==> src/rtl/branch_redirect_unit.sv <==
// Branch redirect unit: turns a taken jump from execute into a timed flush window followed by
// a held fetch redirect, or a one-cycle misalignment fault for a target with nonzero low bits.
// Optional build macro BRANCH_STATS_EN adds saturating redirect/fault counters.
module branch_redirect_unit #(
    parameter int unsigned FLUSH_CYCLES = 2
) (
    input  logic        clk,
    input  logic        reset,
    input  logic        ex_done,
    input  logic        ex_jump,
    input  logic [63:0] ex_target,
    input  logic [63:0] ex_pc,
    output logic        flush_out,
    output logic        stall_out,
    output logic        redirect_valid,
    output logic [63:0] redirect_pc,
    input  logic        redirect_ack,
    output logic        misalign_fault,
    output logic [63:0] fault_pc
`ifdef BRANCH_STATS_EN
    ,
    output logic [31:0] redirect_count,
    output logic [15:0] fault_count
`endif
);

    localparam logic [3:0] FlushLoad = 4'(FLUSH_CYCLES);

    typedef enum logic [1:0] {StIdle, StFlush, StReq, StFault} state_e;

    state_e      state_q, state_d;
    logic [3:0]  cnt_q, cnt_d;
    logic        flush_q, flush_d;
    logic        stall_q, stall_d;
    logic        valid_q, valid_d;
    logic        misalign_q, misalign_d;
    logic [63:0] rpc_q, rpc_d;
    logic [63:0] fpc_q, fpc_d;

    // Next state and next (registered) outputs; results outside IDLE are wrong-path and ignored.
    always_comb begin
        state_d    = state_q;
        cnt_d      = cnt_q;
        flush_d    = 1'b0;
        stall_d    = 1'b0;
        valid_d    = 1'b0;
        misalign_d = 1'b0;
        rpc_d      = rpc_q;
        fpc_d      = fpc_q;
        case (state_q)
            StIdle: begin
                if (ex_done && ex_jump) begin
                    rpc_d = ex_target;
                    if (ex_target[1:0] != 2'b00) begin
                        state_d    = StFault;
                        fpc_d      = ex_pc;
                        misalign_d = 1'b1;
                        flush_d    = 1'b1;
                    end else begin
                        state_d = StFlush;
                        cnt_d   = FlushLoad;
                        flush_d = 1'b1;
                        stall_d = 1'b1;
                    end
                end
            end
            StFlush: begin
                // Counter holds the flush cycles still owed including the current one.
                cnt_d   = cnt_q - 4'd1;
                stall_d = 1'b1;
                if (cnt_q <= 4'd1) begin
                    cnt_d   = 4'd0;
                    state_d = StReq;
                    valid_d = 1'b1;
                end else begin
                    flush_d = 1'b1;
                end
            end
            StReq: begin
                if (redirect_ack) begin
                    state_d = StIdle;
                end else begin
                    valid_d = 1'b1;
                    stall_d = 1'b1;
                end
            end
            StFault: begin
                state_d = StIdle;
            end
            default: begin
                state_d = StIdle;
            end
        endcase
    end

    // State and output registers; reset wins over everything.
    always_ff @(posedge clk) begin
        if (reset) begin
            state_q    <= StIdle;
            cnt_q      <= 4'd0;
            flush_q    <= 1'b0;
            stall_q    <= 1'b0;
            valid_q    <= 1'b0;
            misalign_q <= 1'b0;
            rpc_q      <= 64'd0;
            fpc_q      <= 64'd0;
        end else begin
            state_q    <= state_d;
            cnt_q      <= cnt_d;
            flush_q    <= flush_d;
            stall_q    <= stall_d;
            valid_q    <= valid_d;
            misalign_q <= misalign_d;
            rpc_q      <= rpc_d;
            fpc_q      <= fpc_d;
        end
    end

    assign flush_out      = flush_q;
    assign stall_out      = stall_q;
    assign redirect_valid = valid_q;
    assign redirect_pc    = rpc_q;
    assign misalign_fault = misalign_q;
    assign fault_pc       = fpc_q;

`ifdef BRANCH_STATS_EN
    logic [31:0] rcnt_q;
    logic [15:0] fcnt_q;
    logic        accept;
    logic        fault_entry;

    assign accept      = valid_q && redirect_ack;
    assign fault_entry = (state_q == StIdle) && (state_d == StFault);

    // Saturating event counters.
    always_ff @(posedge clk) begin
        if (reset) begin
            rcnt_q <= 32'd0;
            fcnt_q <= 16'd0;
        end else begin
            if (accept && (rcnt_q != '1)) rcnt_q <= rcnt_q + 32'd1;
            if (fault_entry && (fcnt_q != '1)) fcnt_q <= fcnt_q + 16'd1;
        end
    end

    assign redirect_count = rcnt_q;
    assign fault_count    = fcnt_q;
`endif

endmodule

==> config.mk <==
export PLATFORM = sky130hd
export DESIGN_NAME = branch_redirect_unit
export DESIGN_NICKNAME = d
export VERILOG_FILES = /design/src/rtl/branch_redirect_unit.sv
export SDC_FILE = /design/constraint.sdc
export NUM_CORES = 1
export LEC_CHECK = 0
export ABC_AREA = 1
export BUFFER_PORTS_ARGS = -buffer_cell sky130_fd_sc_hd__buf_2
export CORE_MARGIN = 2
export CORE_UTILIZATION = 48
export DETAILED_ROUTE_END_ITERATION = 8
export GPL_TIMING_DRIVEN = 0
export PLACE_DENSITY = 0.95
export REMOVE_ABC_BUFFERS = 1
export SYNTH_ARGS = -nofsm -noshare
export SYNTH_HDL_FRONTEND = slang
export SYNTH_SLANG_ARGS = --single-unit
==> constraint.sdc <==
create_clock -name clk -period 2.4 [get_ports clk]
set_input_delay 0.36 -clock clk [delete_from_list [all_inputs] [get_ports clk]]
set_output_delay 0.36 -clock clk [all_outputs]
set_load 0.01 [all_outputs]
==> results.txt <==
Internal reg-to-reg setup slack -> 0.16 ns
Routed vias -> 5167
Initial antenna violation count -> 0
CTS root buf -> clkbuf_8
Minimum hold slack -> 0.0602 ns
MaxCap Viol Count -> 0
Worst-Margin Slew -> 1.24 ns
FP Rows -> 37
Pleak -> 3.67 nW
Hold Crit Start -> ex_pc[0]
Worst-case clock skew -> 0.00635 ns
Synth warn -> 0
Worst reg2reg path depth -> 10
Startpoint Class -> flip-flop
Synthesized area per cell -> 7.84 um2
Layout area overhead -> 39.1%
Detailed Place HPWL -> 9.38 mm
First-pass GRT wire length -> 23.1 mm
Final Util -> 67.6%
Total CTS buffers -> 17
Clock latency on the worst-skew pair -> 0.52 ns
Final hold violations -> 0
Drt pass-1 iters -> 7
Area of the die -> 11100 um2
Sequential share of the synthesized area -> 55.8%
Final nets -> 1021
Clk pin slew, worst setup/hold paths -> 0.06 ns
Worst VDD drop -> 729 uV
Initial Utilization -> 48.6%
Crit-path max FO -> 67
Core Area -> 10200 um2
Via/cell ratio -> 5.02
Vias in the first global route -> 5031
Clk sink count -> 138
Initial drt markers -> 245
Critical path data arrival time -> 2.69 ns
Fin worst setup slack -> 0.160 ns
Reg-to-Reg End -> fault_pc[60]
Layout cells sized above 1 -> 34.6%
Critical Path Source -> state_q[0]
Antenna cells -> 0
Final cycle utilization of the critical path -> 93.3%
Chip Width -> 106 um
Power Dens Cells -> 1050 nW/um2
Yosys reg bits -> 138
DRC violations left -> 0
Total grt overflow -> 0
Synth Cell Area -> 4950 um2
Post-DRT Antenna Nets -> 0
Routed WL -> 14.7 mm
Endpoints failing setup -> 0
Routability cong. -> 0.800
Tot GR Track Use -> 26.1%
Worst slew margin -> 17.6%
WHS Path Cells -> 3
Hold worst-path end -> fault_pc[0]
CP Data Required Time -> 2.85 ns
Maximum clock frequency -> 0.446 GHz
Largest net degree at the start of global routing -> 73
WL/cell -> 14.2 um
Crit end category -> flip-flop
Synth cell types -> 17
R2R Path Start -> state_q[0]
Min Clock Period, post-route -> 2.24 ns
Place WS -> -1.96 ns
Hold WC Path Type -> in2reg
Buffers on Ports -> 264
I/O Pins -> 265
Htree depth -> 4
Max-slew violation count -> 0
Chip Height -> 106 um
Status -> finished clean
Synthesized instance count -> 632
Critical path type -> reg2reg
Maximum buffer depth of the clock tree -> 2
CTS tree -> yes
Hold buffer count at cts -> 0
worst max-delay path, stage by stage (launching register included):
cell     delay, ns
dfxtp_1       0.39
inv_1         0.10
ha_1          0.25
inv_2         0.15
nor2_4        0.08
inv_8         0.29
nor2_4        0.12
buf_12        0.19
inv_8         0.27
nor2_1        0.09
nor2_1        0.12
synth_stat cells:
master | count | share of area [%]
a21oi_1 | 6 | 0.61
o21ai_1 | 64 | 6.5
o21ai_0 | 67 | 6.8
nand3_1 | 6 | 0.61
clkbuf_1 | 16 | 1.2
nor3_1 | 2 | 0.20
inv_2 | 4 | 0.30
buf_2 | 18 | 1.8
nand2_1 | 22 | 1.7
ha_1 | 6 | 1.5
dfxtp_1 | 138 | 56
nor2_4 | 2 | 0.45
inv_1 | 10 | 0.76
nor2_1 | 261 | 20
and3_1 | 1 | 0.13
nor2_2 | 1 | 0.13
buf_6 | 8 | 1.8
power by group:
| group | internal (mW) | switching, mW |
|---|---|---|
| combinational | 0.665 | 1.12 |
| clock | 1.57 | 0.932 |
| sequential | 2.73 | 0.231 |
| total | 4.97 | 2.29 |
state kept, by name, indices dropped and copies added (netlist names):
| name | flops |
|---|---|
| cnt_q | 4 |
| stall_out | 1 |
| redirect_valid | 1 |
| redirect_pc | 64 |
| flush_out | 1 |
| state_q | 2 |
| fault_pc | 64 |
| misalign_fault | 1 |
routing by layer:
metal / wire (um) / GRT usage [%]
met5: 0 / 0
met4: 529 / 13.6
met3: 1290 / 8.91
met2: 7150 / 44.9
met1: 5700 / 28.3
layout make-up:
cell class | count | area (um2)
clock buffers | 23 | 477
clock inverters | 8 | 92.6
fillers | 779 | 3300
inverters | 14 | 70.1
multi-input cells | 441 | 1920
flip-flops and latches | 138 | 2760
well taps | 136 | 170
repair buffers | 270 | 1400
cell families (layout without fill, tap and decap cells):
kind of cell	count (synthesis)	count (layout)	share of synthesized area [%]
AO/OA/AOI/OAI	137	137	13.8
adder cells (fa/ha/maj)	6	6	1.52
buffers and inverters	56	315	5.91
flip-flops	138	138	55.8
AND/OR/NAND/NOR	295	298	23.0
how the worst max path moves through the flow:
| stage | endpoint | slack (ns) | cells past startpoint |
|---|---|---|---|
| after floorplan | fault_pc[0] | -1.21 | 9 |
| after global routing | fault_pc[60] | -0.005 | 10 |
| after global placement | fault_pc[28] | -2.82 | 9 |
| final | fault_pc[60] | 0.16 | 10 |
| after CTS | fault_pc[31] | 0.02 | 10 |
| after detailed placement | fault_pc[3] | -1.96 | 10 |
stage by stage:
| step | power [mW] | setup TNS, ns | std cells | instance area [um2] |
|---|---|---|---|---|
| after CTS | 7.27 | 0 | 1027 | 6860 |
| after global placement | 4.62 | -215.31 | 990 | 6200 |
| after floorplan | 3.93 | -78.45 | 590 | 4710 |
| after detailed placement | 4.71 | -160.57 | 992 | 6250 |
| final | 7.26 | 0 | 1030 | 6890 |
| after global routing | 7.64 | -0.00619 | 1030 | 6890 |
layout by cell type (no fill, tap or decap):
master,n
clkinv_2,5
buf_12,1
buf_2,264
nand3_1,6
dfxtp_1,138
nand2_1,22
nor2_2,4
and3_1,1
buf_4,4
nor2_4,2
nor3_1,2
clkbuf_8,5
clkinvlp_4,1
bufinv_16,2
inv_8,2
o21ai_0,67
nor2_1,261
a21oi_1,6
inv_2,1
ha_1,6
inv_4,1
buf_16,1
o21ai_1,64
clkbuf_16,16
clkbuf_1,2
inv_1,10
repair_timing:
item	CTS	global route
buffers inserted	1	3
gates cloned	3	0
endpoints found under the hold margin	0	0
gates resized for setup	5	1
pin swaps	2	1
setup endpoints to repair	134	65
Power figures use the tool's default switching activity.
